[config.mk]
export PLATFORM = sky130hd
export DESIGN_NAME = scan_sequencer
export DESIGN_NICKNAME = d
export VERILOG_FILES = /design/src/rtl/rbot_pkg.sv /design/src/rtl/move_unpacker.sv /design/src/rtl/scan_sequencer.sv
export SDC_FILE = /design/constraint.sdc
export NUM_CORES = 1
export LEC_CHECK = 0
export CAP_MARGIN = 5
export CORE_MARGIN = 4
export CORE_UTILIZATION = 49
export CTS_CLUSTER_SIZE = 20
export DETAILED_ROUTE_END_ITERATION = 7
export GPL_TIMING_DRIVEN = 0
export PLACE_DENSITY = 0.74
export SLEW_MARGIN = 25
export SYNTH_ARGS = -nofsm -noshare
export SYNTH_HDL_FRONTEND = slang
export SYNTH_SLANG_ARGS = --single-unit
[constraint.sdc]
create_clock -name clock -period 5.4 [get_ports clock]
set_input_delay 0.81 -clock clock [delete_from_list [all_inputs] [get_ports clock]]
set_output_delay 0.81 -clock clock [all_outputs]
set_load 0.02 [all_outputs]
[src/rtl/rbot_pkg.sv]
// rbot_pkg: shared definitions for the cube-scan sequencer.
//   - move code constants (MV_R .. MV_DI, MV_NONE)
//   - is_move(): true for codes that drive the motors (2..13)
//   - seq_state_e: scan sequencer FSM states
package rbot_pkg;

    localparam int CODE_W = 4;

    localparam logic [CODE_W-1:0] MV_NONE = 4'd0;
    localparam logic [CODE_W-1:0] MV_R    = 4'd2;
    localparam logic [CODE_W-1:0] MV_RI   = 4'd3;
    localparam logic [CODE_W-1:0] MV_U    = 4'd4;
    localparam logic [CODE_W-1:0] MV_UI   = 4'd5;
    localparam logic [CODE_W-1:0] MV_F    = 4'd6;
    localparam logic [CODE_W-1:0] MV_FI   = 4'd7;
    localparam logic [CODE_W-1:0] MV_L    = 4'd8;
    localparam logic [CODE_W-1:0] MV_LI   = 4'd9;
    localparam logic [CODE_W-1:0] MV_B    = 4'd10;
    localparam logic [CODE_W-1:0] MV_BI   = 4'd11;
    localparam logic [CODE_W-1:0] MV_D    = 4'd12;
    localparam logic [CODE_W-1:0] MV_DI   = 4'd13;

    // Codes outside R..Di (0, 1, 14, 15) are padding in a batch.
    function automatic logic is_move(input logic [CODE_W-1:0] c);
        return (c >= MV_R) && (c <= MV_DI);
    endfunction

    typedef enum logic [2:0] {
        ST_IDLE,
        ST_REQ,
        ST_WAIT,
        ST_ISSUE,
        ST_OBSERVE,
        ST_FINISH
    } seq_state_e;

endpackage

[src/rtl/move_unpacker.sv]
// move_unpacker: holds one packed move batch and emits its real moves,
// most-significant slot first, over a valid/ready handshake.
//   load  in : capture data (overrides any handshake that cycle)
//   data  in : packed batch, MAX_MOVES slots of MOVE_W bits
//   valid out: code holds a real move (registered)
//   ready in : consumer accepts code this cycle
//   code  out: current move code, MV_NONE when nothing pending (registered)
//   empty out: no real move remains once this cycle's handshake completes
// A pending-slot mask marks the real moves; padding codes are never set in
// the mask, so they are skipped without costing a cycle.
module move_unpacker
    import rbot_pkg::*;
#(
    parameter int MOVE_W    = CODE_W,
    parameter int MAX_MOVES = 15
)(
    input  logic                        clock,
    input  logic                        reset,
    input  logic                        load,
    input  logic [MOVE_W*MAX_MOVES-1:0] data,
    output logic                        valid,
    input  logic                        ready,
    output logic [MOVE_W-1:0]           code,
    output logic                        empty
);

    logic [MOVE_W*MAX_MOVES-1:0] data_q, data_d;
    logic [MAX_MOVES-1:0]        pend_q, pend_d, top;
    logic                        valid_q;
    logic [MOVE_W-1:0]           code_q, code_d;

    always_comb begin
        data_d = data_q;
        pend_d = pend_q;
        top    = '0;
        code_d = MV_NONE;
        // one-hot of the highest pending slot = the move currently offered
        for (int i = 0; i < MAX_MOVES; i++)
            if (pend_q[i]) begin
                top    = '0;
                top[i] = 1'b1;
            end
        if (load) begin
            data_d = data;
            for (int i = 0; i < MAX_MOVES; i++)
                pend_d[i] = is_move(data[i*MOVE_W +: MOVE_W]);
        end else if (valid_q && ready) begin
            pend_d = pend_q & ~top;
        end
        // present the next move in the same edge, so transfers are back-to-back
        for (int i = 0; i < MAX_MOVES; i++)
            if (pend_d[i]) code_d = data_d[i*MOVE_W +: MOVE_W];
    end

    always_ff @(posedge clock or posedge reset) begin
        if (reset) begin
            data_q  <= '0;
            pend_q  <= '0;
            valid_q <= 1'b0;
            code_q  <= MV_NONE;
        end else begin
            data_q  <= data_d;
            pend_q  <= pend_d;
            valid_q <= |pend_d;
            code_q  <= code_d;
        end
    end

    assign valid = valid_q;
    assign code  = code_q;
    assign empty = ~|pend_d;

endmodule

[src/rtl/scan_sequencer.sv]
// scan_sequencer: steps spin_all through NUM_STEPS scan positions. Each step
// requests a move batch, streams its real moves to the motor queue, then
// requests a colour observation (the last step only restores, no observe).
//   clock, reset           : clock, async active-high reset
//   start                  : begin a scan (accepted only in IDLE)
//   send_setup_moves       : one-cycle batch request to spin_all
//   counter[5:0]           : current step index
//   new_moves, moves[59:0] : batch strobe and packed batch from spin_all
//   move, move_valid,
//   move_ready             : valid/ready stream to the motor move queue
//   observe_req,
//   observe_done           : colour sample request / completion pulse
//   busy, done             : not-IDLE flag, end-of-scan pulse
//   timeout                : sticky watchdog error (SCAN_WATCHDOG_EN only)
// Optional build macro SCAN_WATCHDOG_EN adds the TIMEOUT_CYCLES watchdog.
module scan_sequencer
    import rbot_pkg::*;
#(
    parameter int NUM_STEPS = 45,
    parameter int MOVE_W    = 4,
    parameter int MAX_MOVES = 15
`ifdef SCAN_WATCHDOG_EN
   ,parameter int unsigned TIMEOUT_CYCLES = 50_000_000
`endif
)(
    input  logic                        clock,
    input  logic                        reset,
    input  logic                        start,
    output logic                        send_setup_moves,
    output logic [5:0]                  counter,
    input  logic                        new_moves,
    input  logic [MOVE_W*MAX_MOVES-1:0] moves,
    output logic [MOVE_W-1:0]           move,
    output logic                        move_valid,
    input  logic                        move_ready,
    output logic                        observe_req,
    input  logic                        observe_done,
    output logic                        busy,
    output logic                        done
`ifdef SCAN_WATCHDOG_EN
   ,output logic                        timeout
`endif
);

    localparam logic [5:0] LAST_STEP = 6'(NUM_STEPS - 1);

    seq_state_e state_q, state_d;
    logic [5:0] counter_q, counter_d;
    logic       send_q, obs_q, busy_q, done_q;
    logic       u_load, u_valid, u_empty;
    logic [MOVE_W*MAX_MOVES-1:0] u_data;
    logic       wd_hit;

`ifdef SCAN_WATCHDOG_EN
    logic [31:0] wd_q, wd_d;
    logic        timeout_q, wd_run;

    // Counts only while blocked on an external party; any state change restarts it.
    assign wd_run = (state_q == ST_WAIT) || (state_q == ST_OBSERVE) ||
                    ((state_q == ST_ISSUE) && u_valid && !move_ready);
    assign wd_hit = wd_run && (wd_q == TIMEOUT_CYCLES - 1);
    assign wd_d   = (!wd_run || state_d != state_q) ? 32'd0 : wd_q + 32'd1;

    always_ff @(posedge clock or posedge reset) begin
        if (reset) begin
            wd_q      <= '0;
            timeout_q <= 1'b0;
        end else begin
            wd_q <= wd_d;
            if (wd_hit)
                timeout_q <= 1'b1;
            else if (state_q == ST_IDLE && start)
                timeout_q <= 1'b0;
        end
    end

    assign timeout = timeout_q;
`else
    assign wd_hit = 1'b0;
`endif

    always_comb begin
        state_d   = state_q;
        counter_d = counter_q;
        u_load    = 1'b0;
        u_data    = moves;
        case (state_q)
            ST_IDLE:    if (start) state_d = ST_REQ;
            ST_REQ:     state_d = ST_WAIT;
            ST_WAIT:    if (new_moves) begin
                            u_load  = 1'b1;
                            state_d = ST_ISSUE;
                        end
            // leave on the edge of the last transfer so observe_req follows it directly
            ST_ISSUE:   if (u_empty)
                            state_d = (counter_q == LAST_STEP) ? ST_FINISH : ST_OBSERVE;
            ST_OBSERVE: if (observe_done) begin
                            state_d   = ST_REQ;
                            counter_d = counter_q + 6'd1;
                        end
            ST_FINISH:  begin
                            state_d   = ST_IDLE;
                            counter_d = '0;
                        end
            default:    state_d = ST_IDLE;
        endcase
        if (wd_hit) begin
            // abort: flush the unpacker so move_valid drops with the state
            state_d   = ST_IDLE;
            counter_d = '0;
            u_load    = 1'b1;
            u_data    = '0;
        end
    end

    always_ff @(posedge clock or posedge reset) begin
        if (reset) begin
            state_q   <= ST_IDLE;
            counter_q <= '0;
            send_q    <= 1'b0;
            obs_q     <= 1'b0;
            busy_q    <= 1'b0;
            done_q    <= 1'b0;
        end else begin
            state_q   <= state_d;
            counter_q <= counter_d;
            send_q    <= (state_d == ST_REQ);
            obs_q     <= (state_d == ST_OBSERVE);
            busy_q    <= (state_d != ST_IDLE);
            done_q    <= (state_d == ST_FINISH);
        end
    end

    move_unpacker #(
        .MOVE_W    (MOVE_W),
        .MAX_MOVES (MAX_MOVES)
    ) u_unpack (
        .clock (clock),
        .reset (reset),
        .load  (u_load),
        .data  (u_data),
        .valid (u_valid),
        .ready (move_ready),
        .code  (move),
        .empty (u_empty)
    );

    assign move_valid       = u_valid;
    assign send_setup_moves = send_q;
    assign counter          = counter_q;
    assign observe_req      = obs_q;
    assign busy             = busy_q;
    assign done             = done_q;

endmodule

==> flow_metrics.env <==
export IMPL_ys_async_sr_fraction=1.00
export IMPL_hpwl_um=11300
export IMPL_slew_limit_headroom=0.462
export IMPL_crit_path_max_fanout=10
export IMPL_root_buffer="clkbuf_8"
export IMPL_fillCellCount=883
export IMPL_initial_utilization=0.511
export IMPL_synthTopCellsByCount="nand2_1 (198), dfrtp_1 (93), nor2_1 (38)"
export IMPL_whs_path_depth=2
export IMPL_top_layer_used="met4"
export IMPL_hold_viol=0
export IMPL_holdCritStartpoint="u_unpack.data_q[0]$_DFF_PP0_"
export IMPL_end_kind="flop"
export IMPL_syn_area_mm2=0.00507
export IMPL_cp_start_kind="primary input"
export IMPL_cts_buffers_inserted=9
export IMPL_fmax_mhz=233
export IMPL_drt_iter0_markers=489
export IMPL_grt_pass1_vias=4526
export IMPL_tns_ps=0
export IMPL_cp_data_arrival_time_ps=4550
export IMPL_grt_first_pass_wirelength_um=23700
export IMPL_cts_path_max_buffers=2
export IMPL_gp_congestion=0.901
export IMPL_min_to="u_unpack.data_q[0]$_DFF_PP0_"
export IMPL_core_area_mm2=0.00991
export IMPL_p_per_area_mw_per_mm2=510
export IMPL_utilization=0.633
export IMPL_r2r_start="state_q[2]$_DFF_PP0_"
export IMPL_rsz0062_at_grt="no"
export IMPL_route_met2_wl_um=6970
export IMPL_grt_ovfl_total=0
export IMPL_die_height_um=110
export IMPL_drt_wl_total_um=15200
export IMPL_cellLeakagePower_nw=2.93
export IMPL_dieArea_mm2=0.0120
export IMPL_nets=766
export IMPL_fin_crit_ps=4290
export IMPL_ios=81
export IMPL_ys_seq_area_frac=0.459
export IMPL_cts_htree_levels=3
export IMPL_tightest_slew_ps=796
export IMPL_clock_skew_ps=9.85
export IMPL_num_rows=36
export IMPL_synth_cells=606
export IMPL_synthTopCellsByArea="dfrtp_1 (46%), nand2_1 (15%), nand3_1 (3.0%)"
export IMPL_synth_fp_nets=674
export IMPL_period_share=0.795
export IMPL_cts_resized_gates=0
export IMPL_postCtsSetupRepairBufs=0
export IMPL_drt_wirelength_per_cell_um=18.2
export IMPL_ant_nets=0
export IMPL_insertion_delay_ps=360
export IMPL_clk_pin_slew_ps=90
export IMPL_vias_per_cell=5.88
export IMPL_r2r_slack_ps=1340
export IMPL_netlist_area_leader_share=0.459
export IMPL_area_growth_pct=23.8
export IMPL_numPortBuffers=80
export IMPL_slew_viol_final=0
export IMPL_synth_largest_area_cell="dfrtp_1"
export IMPL_cts_hold_buf=0
export IMPL_yosysWarnings=0
export IMPL_die_w_um=110
export IMPL_ir_drop_v=0.000282
export IMPL_drc=0
export IMPL_ys_ff_latch=93
export IMPL_cts_tree="yes"
export IMPL_setup_viol=0
export IMPL_grt_start_max_net_pins=52
export IMPL_syn_area_per_cell_um2=8.36
export IMPL_hp_class="reg2reg"
export IMPL_critPathKind="in2reg"
export IMPL_vias=4911
export IMPL_antenna_cells=0
export IMPL_dr_wl_met3_um=1290
export IMPL_reg2reg_to="u_unpack.code[2]$_DFF_PP0_"
export IMPL_antenna_found_initial=0
export IMPL_synth_most_common_cell="nand2_1"
export IMPL_dr_pass1_iters=5
export IMPL_ys_dominant_reg_cell="dfrtp_1"
export IMPL_synth_edf_count=0
export IMPL_layout_drive_gt1_share=0.0613
export IMPL_clkSinkCount=93
export IMPL_wl_met1_um=6590
export IMPL_cap_violations=0
export IMPL_crit_required_ps=5660
export IMPL_grt_usage=0.260
export IMPL_status="finished clean"
export IMPL_reg2regPathDepth=11
export IMPL_synthDistinctLibCells=74
==> report_power, final <==
part	total (mW)	switching (mW)	leakage (nW)	internal, mW
combinational	1.58	0.968	1.67	0.614
clock	0.482	0.247	0.101	0.236
sequential	1.13	0.154	1.16	0.981
total	3.20	1.37	2.93	1.83
==> worst max-delay path by stage <==
stage,cells past startpoint,endpoint,from,slack [ps]
after floorplan,1,busy$_DFF_PP0_,reset,2170
after global placement,11,u_unpack.code[2]$_DFF_PP0_,new_moves,640
after detailed placement,11,u_unpack.code[2]$_DFF_PP0_,new_moves,570
after CTS,11,u_unpack.code[2]$_DFF_PP0_,new_moves,950
after global routing,10,u_unpack.data_q[26]$_DFF_PP0_,new_moves,990
final,11,u_unpack.code[2]$_DFF_PP0_,new_moves,1110
==> routing by layer <==
layer / global-route usage / up-vias
met2: 0.396 / 230
met1: 0.372 / 2343
met4: 0.0899 / 0
met3: 0.0482 / 31
li1: - / 2307
met5: 0 / -
==> cell type report <==
class	count	area, µm²	area share
repair buffers	81	828	0.132
clock buffers	11	151	0.0241
inverters	15	61.3	0.00978
clock inverters	4	47.5	0.00758
well taps	133	166	0.0265
plain buffers	27	113	0.0180
flip-flops and latches	93	2330	0.371
multi-input cells	471	2580	0.411
==> placed cells by master (no fill, tap or decap), drive strengths merged, types with 9 or more instances in the layout <==
master and n:
nor2 38, buf 16, nand2 199, or3 18
nor3 14, clkdlybuf4s50 80, o21ai 17, inv 15
clkbuf 23, dfrtp 93, a21oi 9, nand3 31
==> worst max-delay path, cell delays in order <==
cell             delay [ps]
clkdlybuf4s50_1         510
nor4bb_2                670
buf_2                   430
buf_2                   350
buf_2                   330
buf_1                   520
nand2_1                 150
a31o_2                  260
a22oi_1                 250
o21bai_1                100
o211ai_1                140
==> cell families after synthesis <==
group | Yosys count | share of synthesized area
mux | 7 | 0.0141
simple gates | 350 | 0.321
compound gates | 107 | 0.158
buf+inv | 42 | 0.0333
flops | 93 | 0.459
xor+xnor | 5 | 0.00865
fa+ha+maj | 2 | 0.00494
==> metrics by stage <==
step                      power, mW  hold WS, ps  std cells  cell area (µm²)  setup slack, ps
after floorplan                2.18          433        606             5070             2170
final                          3.20          483        835             6270             1110
after detailed placement       2.69          458        820             6070              574
after global placement         2.66          447        819             6030              636
after CTS                      3.17          481        835             6260              951
after global routing           3.41          506        835             6270              986
==> registers in the layout, indices dropped and copies added (netlist names), 3 cells and up <==
name,cells
state_q,3
u_unpack.pend_q,15
u_unpack.data_q,60
u_unpack.code,4
counter,6
(Power assumes the default switching activity.)
